File: config.mk
export PLATFORM = sky130hd
export DESIGN_NAME = rosc_count_reader_flat
export DESIGN_NICKNAME = d
export VERILOG_FILES = /design/src/rtl/rosc_pkg.sv /design/src/rtl/rosc_count_reader_if.sv /design/src/rtl/rosc_sync_edge.sv /design/src/rtl/rosc_count_reader.sv /design/src/flat_wrapper.sv
export SDC_FILE = /design/constraint.sdc
export NUM_CORES = 1
export LEC_CHECK = 0
export ABC_AREA = 1
export CORE_AREA = 5 5 108 85
export DETAILED_ROUTE_END_ITERATION = 10
export DIE_AREA = 0 0 113 90
export GPL_TIMING_DRIVEN = 0
export HOLD_SLACK_MARGIN = 0.1
export PLACE_DENSITY = 0.84
export SYNTH_ARGS = -nofsm -noshare
export SYNTH_HDL_FRONTEND = slang
export SYNTH_SLANG_ARGS = --single-unit
File: constraint.sdc
create_clock -name clk -period 2.2 [get_ports clk]
set_clock_uncertainty 0.15 [all_clocks]
set_input_delay 0.22 -clock clk [delete_from_list [all_inputs] [get_ports clk]]
set_output_delay 0.22 -clock clk [all_outputs]
set_load 0.01 [all_outputs]
File: src/rtl/rosc_pkg.sv
// Shared definitions for the ring-oscillator odometer readers.
package rosc_pkg;

    localparam int DEF_CNT_W       = 16;
    localparam int DEF_WIN_W       = 16;
    localparam int DEF_SYNC_STAGES = 2;
    localparam int DEF_SETTLE      = 8;

    typedef enum logic [1:0] {
        IDLE    = 2'd0,
        SETTLE  = 2'd1,
        MEASURE = 2'd2,
        REPORT  = 2'd3
    } rosc_state_e;

    // The settle/window down-counter must hold both SETTLE-1 and WINDOW-1.
    function automatic int dcnt_width(input int win_w, input int settle);
        int settle_w;
        settle_w = $clog2(settle + 1);
        return (win_w > settle_w) ? win_w : settle_w;
    endfunction

endpackage

File: src/rtl/rosc_count_reader_if.sv
// Start/done handshake between the odometer controller and a ROSC reader.
interface rosc_count_reader_if #(
    parameter int CNT_W = 16,
    parameter int WIN_W = 16
);
    logic             start;
    logic             abort;
    logic [WIN_W-1:0] window;
    logic             busy;
    logic             done;
    logic [CNT_W-1:0] count;
    logic             ovf;

    modport master (
        output start, abort, window,
        input  busy, done, count, ovf
    );

    modport slave (
        input  start, abort, window,
        output busy, done, count, ovf
    );
endinterface

File: src/rtl/rosc_sync_edge.sv
// Synchronises an asynchronous oscillator output and flags its rising edges.
// The input must stay at each level for at least SYNC_STAGES+1 clocks,
// otherwise edges are silently lost. SYNC_STAGES must be at least 2.
module rosc_sync_edge #(
    parameter int SYNC_STAGES = 2
) (
    input  logic clk,
    input  logic rst_n,
    input  logic async_in,
    output logic rise
);
    logic [SYNC_STAGES-1:0] sync_q;
    logic                   prev_q;

    // Shift the raw input through the synchroniser and keep the previous level.
    always_ff @(posedge clk or negedge rst_n) begin
        if (!rst_n) begin
            sync_q <= '0;
            prev_q <= 1'b0;
        end else begin
            sync_q <= {sync_q[SYNC_STAGES-2:0], async_in};
            prev_q <= sync_q[SYNC_STAGES-1];
        end
    end

    assign rise = sync_q[SYNC_STAGES-1] & ~prev_q;

endmodule

File: src/rtl/rosc_count_reader.sv
// Enables one ROSC chain, counts its rising edges over a programmable window
// of clk cycles and reports the result through a start/done handshake.
module rosc_count_reader #(
    parameter int CNT_W       = rosc_pkg::DEF_CNT_W,
    parameter int WIN_W       = rosc_pkg::DEF_WIN_W,
    parameter int SYNC_STAGES = rosc_pkg::DEF_SYNC_STAGES,
    parameter int SETTLE      = rosc_pkg::DEF_SETTLE
) (
    input  logic                clk,
    input  logic                rst_n,
    output logic                rosc_en,
    input  logic                rosc_in,
    rosc_count_reader_if.slave  bus
);
    import rosc_pkg::*;

    localparam int DW = dcnt_width(WIN_W, SETTLE);

    localparam logic [1:0] ST_IDLE    = 2'(IDLE);
    localparam logic [1:0] ST_SETTLE  = 2'(rosc_pkg::SETTLE);
    localparam logic [1:0] ST_MEASURE = 2'(MEASURE);
    localparam logic [1:0] ST_REPORT  = 2'(REPORT);

    localparam logic [CNT_W-1:0] CNT_MAX = '1;

    logic [1:0]       state;
    logic [DW-1:0]    dcnt;
    logic [WIN_W-1:0] win_q;
    logic [CNT_W-1:0] ecnt;
    logic [CNT_W-1:0] ecnt_nxt;
    logic             eovf;
    logic             eovf_nxt;
    logic [CNT_W-1:0] count_q;
    logic             ovf_q;
    logic             edge_pulse;
    logic             active;

    rosc_sync_edge #(
        .SYNC_STAGES (SYNC_STAGES)
    ) u_sync (
        .clk      (clk),
        .rst_n    (rst_n),
        .async_in (rosc_in),
        .rise     (edge_pulse)
    );

    // Next value of the saturating edge counter; only MEASURE cycles count.
    always_comb begin
        ecnt_nxt = ecnt;
        eovf_nxt = eovf;
        if (state == ST_MEASURE && edge_pulse) begin
            if (ecnt == CNT_MAX) begin
                eovf_nxt = 1'b1;
            end else begin
                ecnt_nxt = ecnt + CNT_W'(1);
            end
        end
    end

    // Measurement sequencer: settle, measure, report, with abort back to idle.
    // COUNT/OVF are loaded on entry to REPORT so they are valid with DONE.
    always_ff @(posedge clk or negedge rst_n) begin
        if (!rst_n) begin
            state   <= ST_IDLE;
            dcnt    <= '0;
            win_q   <= '0;
            ecnt    <= '0;
            eovf    <= 1'b0;
            count_q <= '0;
            ovf_q   <= 1'b0;
        end else begin
            case (state)
                ST_IDLE: begin
                    if (bus.start) begin
                        win_q <= bus.window;
                        ecnt  <= '0;
                        eovf  <= 1'b0;
                        dcnt  <= DW'(SETTLE - 1);
                        state <= ST_SETTLE;
                    end
                end
                ST_SETTLE: begin
                    if (bus.abort) begin
                        state <= ST_IDLE;
                    end else if (dcnt == '0) begin
                        if (win_q == '0) begin
                            count_q <= ecnt;
                            ovf_q   <= eovf;
                            state   <= ST_REPORT;
                        end else begin
                            dcnt  <= DW'(win_q) - DW'(1);
                            state <= ST_MEASURE;
                        end
                    end else begin
                        dcnt <= dcnt - DW'(1);
                    end
                end
                ST_MEASURE: begin
                    ecnt <= ecnt_nxt;
                    eovf <= eovf_nxt;
                    if (bus.abort) begin
                        state <= ST_IDLE;
                    end else if (dcnt == '0) begin
                        count_q <= ecnt_nxt;
                        ovf_q   <= eovf_nxt;
                        state   <= ST_REPORT;
                    end else begin
                        dcnt <= dcnt - DW'(1);
                    end
                end
                default: begin
                    state <= ST_IDLE;
                end
            endcase
        end
    end

    assign active    = (state == ST_SETTLE) || (state == ST_MEASURE);
    assign rosc_en   = active;
    assign bus.busy  = active;
    assign bus.done  = (state == ST_REPORT);
    assign bus.count = count_q;
    assign bus.ovf   = ovf_q;

endmodule

File: src/flat_wrapper.sv
// flat-port wrapper written by rule: the top's interface ports become plain ports
module rosc_count_reader_flat import rosc_pkg::*;
#(
    parameter int CNT_W       = rosc_pkg::DEF_CNT_W,
    parameter int WIN_W       = rosc_pkg::DEF_WIN_W,
    parameter int SYNC_STAGES = rosc_pkg::DEF_SYNC_STAGES,
    parameter int SETTLE      = rosc_pkg::DEF_SETTLE
)
  (clk, rst_n, rosc_en, rosc_in, bus_start, bus_abort, bus_window, bus_busy, bus_done, bus_count, bus_ovf);
  rosc_count_reader_if #(.CNT_W(CNT_W), .WIN_W(WIN_W)) bus_i ();
  input  logic clk;
  input  logic rst_n;
  output logic rosc_en;
  input  logic rosc_in;
  input wire logic [$bits(bus_i.start)-1:0] bus_start;
  input wire logic [$bits(bus_i.abort)-1:0] bus_abort;
  input wire logic [$bits(bus_i.window)-1:0] bus_window;
  output wire logic [$bits(bus_i.busy)-1:0] bus_busy;
  output wire logic [$bits(bus_i.done)-1:0] bus_done;
  output wire logic [$bits(bus_i.count)-1:0] bus_count;
  output wire logic [$bits(bus_i.ovf)-1:0] bus_ovf;
  assign bus_i.start = bus_start;
  assign bus_i.abort = bus_abort;
  assign bus_i.window = bus_window;
  assign bus_busy = bus_i.busy;
  assign bus_done = bus_i.done;
  assign bus_count = bus_i.count;
  assign bus_ovf = bus_i.ovf;
  rosc_count_reader #(.CNT_W(CNT_W), .WIN_W(WIN_W), .SYNC_STAGES(SYNC_STAGES), .SETTLE(SETTLE)) u_core (.clk(clk), .rst_n(rst_n), .rosc_en(rosc_en), .rosc_in(rosc_in), .bus(bus_i));
endmodule
==> results of run 1 <==
final cells by class:
type	count	area [µm²]
fillers	677	2670
multi-input cells	487	2470
plain buffers	15	113
repair buffers	51	505
well taps	108	135
clock inverters	7	72.6
clock buffers	9	124
flip-flops and latches	71	1780
inverters	58	220
repair inverters	1	7.51
registers in the layout, summed over array words and instances, names as in the netlist:
register              count
u_core.win_q             16
u_core.u_sync.prev_q      1
u_core.dcnt              16
u_core.u_sync.sync_q      2
u_core.state              2
u_core.bus.ovf            1
u_core.bus.count         16
u_core.ecnt              16
u_core.eovf               1
final timing paths:
path,to,depth (start not counted),start,slack [ps]
worst max-delay path,u_core.dcnt[9],10,u_core.state[1],70
worst min-delay path,u_core.u_sync.sync_q[0],1,rosc_in,160
worst max register to register,u_core.dcnt[9],10,u_core.state[1],70
worst min register to register,u_core.u_sync.sync_q[1],0,u_core.u_sync.sync_q[0],210
max in group asynchronous,u_core.ecnt[0],3,rst_n,1310
min in group asynchronous,u_core.win_q[6],3,rst_n,250
placed cells by master (no fill, tap or decap), drive strengths merged, types with 3 or more instances in the layout:
master         count
nor3               5
clkinvlp           3
o22ai              3
xor2              24
clkbuf            12
nor2              78
nand2            232
clkinv             4
buf               23
clkdlybuf4s50     38
xnor2              6
inv               58
a21oi              4
nand3             50
o21ai             61
dfrtp             71
ha                 7
nand4             13
what timing repair did:
action                                  4_1_cts  5_1_grt
gates cloned                                  0        1
hold buffers                                  1        0
endpoints found under the hold margin        71        0
gates resized for setup                       1       20
buffers inserted                              3        6
pin swaps                                     2        5
endpoints found under the setup margin       14       57
logic make-up after synthesis:
kind of cell / Yosys count / synth area share [%]
xor+xnor: 30 / 5.81
buf+inv: 75 / 7.20
simple gates: 379 / 36.5
flops: 71 / 39.3
compound gates: 71 / 9.24
fa+ha+maj: 7 / 1.94
critical path, delay by kind of cell, from the launching register on:
kind          cells  cell delay, ps
buf+inv           4             760
fa+ha+maj         1             160
flops             1             420
simple gates      5             530
routing by layer:
metal  up-vias  track usage (%)
met5         -                0
met4         0             7.31
met3        15             7.11
met2       171             33.7
met1      1983             33.9
li1       2139                -
where the power goes:
group | leakage (nW) | switching, mW | internal, mW | total (mW)
clock | 0.0956 | 0.529 | 0.525 | 1.05
combinational | 1.54 | 2.10 | 1.19 | 3.28
sequential | 0.945 | 0.282 | 1.58 | 1.87
total | 2.59 | 2.91 | 3.29 | 6.20
==> impl_metrics.toml, run 1 <==
[logic_synthesis]
synthCells = 633
synth_fp_nets = 661
yosys.area.top_type = "dfrtp_1"
synth-seq-cells = 71
yosys.cell_types.count = 34
synth_top_area_share_pct = 39.3
netlist_top_cells_count = "nand2_1, dfrtp_1, nor2_1, inv_1, nand3_1"
synthesis.area_um2 = 4520
synth.avg_cell_area_um2 = 7.14
async_flop_share_pct = 100
ys_warn_count = 0
synth_most_common_cell = "nand2_1"
yosysSeqAreaShare_pct = 39.3
synth-edff-count = 0
synth_flop_cell = "dfrtp_1"
ys_top_cells_by_area = "dfrtp_1, nand2_1, nor2_1"

[power]
p_total_mw = 6.20
leakage_nw = 2.59
cellPowerDensity_nw_per_um2 = 1140
peakVddDrop_mv = 0.712

[placed_design]
gp_congestion = 0.981
dp.cells = 782
dpl_cell_area_um2 = 5080
place_ws_ps = -73.2
hpwl_mm = 8.47
portBuffers = 40

[grt]
grt_pass1_vias = 4070
gr-total-overflow = 0
grt_pass1_wl_mm = 19.6
antenna_found_initial = 0
grt_usage_pct = 23.5
grt_max_degree = 72

[drt]
totalWireLength_mm = 11.7
antenna_left = 0
drc = 0
dr_wl_met3_mm = 1.05
route.met2.wl_mm = 5.06
vias = 4308
dr.max_layer_used = "met4"
via_per_inst = 5.34
wire_per_inst_um = 14.5
met1_length_mm = 5.46
initialDrtViolationCount = 319
firstDrtPassIters = 5

[floorplan]
core_area_um2 = 8090
io_pins = 41
dieArea_um2 = 10200
die_h_um = 90
placementRows = 29
die_w_um = 113
initial_core_util_pct = 55.9

[sta]
fin_crit_sh_pct = 97.0
finalHoldViolCount = 0
fin_crit_ps = 2130
relSlewSlack_pct = 75.1
max_freq_mhz = 468
fin_ws_ps = 65.2
maxSlewViolCount = 0
holdWs_ps = 155
setup_viol = 0
final.setup.tns_ps = 0
worstMarginPinSlew_ps = 372

[setup_path]
worstPathMaxFanout = 9
cp-end-kind = "flip-flop"
worst-setup-path-type = "flip-flop to flip-flop"
slowest_delay_ps = 420
cp_data_required_time_ps = 2290
start_kind = "flip-flop"
crit_slowest_cell = "dfrtp_1"
crit_chain = "inv_1 > ha_1 > clkbuf_4 > nor2_4 > inv_1 > nand3_2 > nand3_4 > clkinvlp_4 > nand2_1 > nand2_1"
crit_arrival_ps = 2230

[hold_path]
hold_class = "primary input to flip-flop"

[cts]
cts_tree = "built"
cts_buffer_depth = 2
htree_levels = 3
root_buffer = "clkbuf_8"
path_clk_slew_ps = 80
clkLatencyLatePin_ps = 350
cts.sinks = 71
cts_buffers = 9

[layout]
finalNonFillerCells = 807
layout-drive-gt1-share_pct = 13.2
nets = 722
area_growth_pct = 19.9
final_core_util_pct = 67.0
antenna_cells = 0
fin_area_um2 = 5420

[outcome]
status = "completed"

[flow_run]
max-cap-violations = 0
No activity file was read; power rests on OpenSTA's default activity.
==> inputs of run 2 (changes only) <==
- CORE_AREA: 5 5 108 85 -> 5 5 107 84
- DIE_AREA: 0 0 113 90 -> 0 0 112 89
- HOLD_SLACK_MARGIN: 0.1 -> unset
- PLACE_DENSITY: 0.84 -> 0.86
- clock period: 2.2 -> 2.48 ns (I/O delays scaled with it)
==> run 2 against run 1 <==
Core utilization increased by 1.2 points. Routed wire length increased by 0.22%. Combinational power decreased by 19%. Sequential power decreased by 11%. Power decreased by 13%. Hold slack improved by 9.4 ps. Register-to-register slack improved by 170 ps. Non-clock buffer count decreased by 9. Clock power increased by 4%. Highest routed layer unchanged. Cell area decreased by 2.6%.
==> impl_metrics.toml, run 2 (synthesis gave the netlist of run 1 again) <==
[layout]
antenna_cells = 0
layout-drive-gt1-share_pct = 10.3
final_core_util_pct = 68.2
area_growth_pct = 16.9
nets = 712
seq_area_um2 = 1780
multi_input_comb_area_um2 = 2420
fin_area_um2 = 5280
nFillCells = 664
layout_common_cells = "nand2_1, dfrtp_1, nor2_1"
final_common_cell = "nand2_1"

[drt]
totalWireLength_mm = 11.8
wire_per_inst_um = 14.8
initialDrtViolationCount = 316
drc = 0
via_per_inst = 5.43
firstDrtPassIters = 5
antenna_left = 0
vias = 4314

[floorplan]
die_h_um = 89
dieArea_um2 = 9970
die_w_um = 112
io_pins = 41
core_area_um2 = 7740
initial_core_util_pct = 58.4
placementRows = 28

[sta]
finalHoldViolCount = 0
fin_crit_ps = 2360
holdWs_ps = 165
max_freq_mhz = 423
final.setup.tns_ps = 0
setup_viol = 0
rsz0062_at_grt = "no"
maxSlewViolCount = 0
relSlewSlack_pct = 39.6
worstMarginPinSlew_ps = 907
fin_crit_sh_pct = 95.4

[grt]
grt_max_degree = 72
grt_usage_pct = 25.3
grt_pass1_wl_mm = 19.9
gr-total-overflow = 0
antenna_found_initial = 0
grt_pass1_vias = 4076

[setup_path]
crit_slowest_cell = "clkdlybuf4s50_1"
reg2reg_slack_ps = 240
crit_arrival_ps = 1970
crit_chain = "inv_1 > ha_1 > buf_4 > clkdlybuf4s50_1"
worstPathMaxFanout = 6
cp_data_required_time_ps = 2080
start_kind = "flip-flop"
worst-setup-path-type = "flip-flop to primary output"
cp-end-kind = "primary output"
slowest_delay_ps = 520

[cts]
root_buffer = "clkbuf_8"
cts_tree = "built"
path_clk_slew_ps = 80
cts.sinks = 71
htree_levels = 3
clkLatencyLatePin_ps = 370
cts_buffer_depth = 2
postCtsSetupBuffers = 0
cts_buffers = 9

[placed_design]
gp_congestion = 1.01
portBuffers = 40
dpl_cell_area_um2 = 5050
hpwl_mm = 8.59

[power]
leakage_nw = 2.53
peakVddDrop_mv = 0.578
cellPowerDensity_nw_per_um2 = 1020
p_total_mw = 5.40

[outcome]
status = "completed"

[hold_path]
hold_class = "primary input to flip-flop"

[flow_run]
max-cap-violations = 0
run 2: cell types whose count changed in the layout (fill, tap and decap cells not counted), sizes merged:
cell,previous run,this run
dlymetal6s2s,1,0
clkdlybuf4s50,38,39
buf,23,14
inv,58,60
clkinv,4,2
bufinv,1,2
clkinvlp,3,1
run 2: power by group:
group,total [mW],internal [mW],leakage (nW),switching (mW)
logic,2.66,0.882,1.48,1.77
clock network,1.09,0.579,0.111,0.510
registers,1.66,1.40,0.947,0.254
total,5.40,2.87,2.53,2.54
run 2: area by class of cell:
class	instances	area share (%)
Clock buffer	9	2.34
Inverter	58	4.12
Buffer	16	1.97
Sequential cell	71	33.6
Clock inverter	7	1.94
Multi-Input combinational cell	487	45.8
Timing Repair Buffer	41	7.72
Tap cell	105	2.49
run 2: worst max-delay path: cells and delay by family (launching register included):
kind	cells	cell delay, ps
adder cells (fa/ha/maj)	1	430
buffers and inverters	3	760
flip-flops	1	420
run 2: worst paths after layout:
path,from,endpoint,cells past startpoint
worst max-delay path,u_core.state[0],rosc_en,4
worst min-delay path,rosc_in,u_core.u_sync.sync_q[0],1
worst max register to register,u_core.state[0],u_core.ecnt[10],8
worst min register to register,u_core.u_sync.sync_q[0],u_core.u_sync.sync_q[1],0
max in group asynchronous,rst_n,u_core.bus.count[2],2
min in group asynchronous,rst_n,u_core.win_q[12],2
run 2: routing by layer:
layer	up-vias	track usage [%]	wire (µm)
met5	-	0	0
met2	160	37.3	4960
met4	0	7.31	116
met1	2029	37.6	5710
li1	2114	-	-
met3	11	5.62	973
run 2: per-stage QoR:
stage	cells	worst slack, ps
finish	794	115
global route	794	29.5
CTS	795	114
detailed placement	778	210
global placement	778	-1450
floorplan	633	641
run 2: timing repair:
item | CTS | global route
hold buffers | 1 | 0
setup endpoints to repair | 0 | 5
hold endpoints to repair | 71 | 0
gates resized for setup | 0 | 0
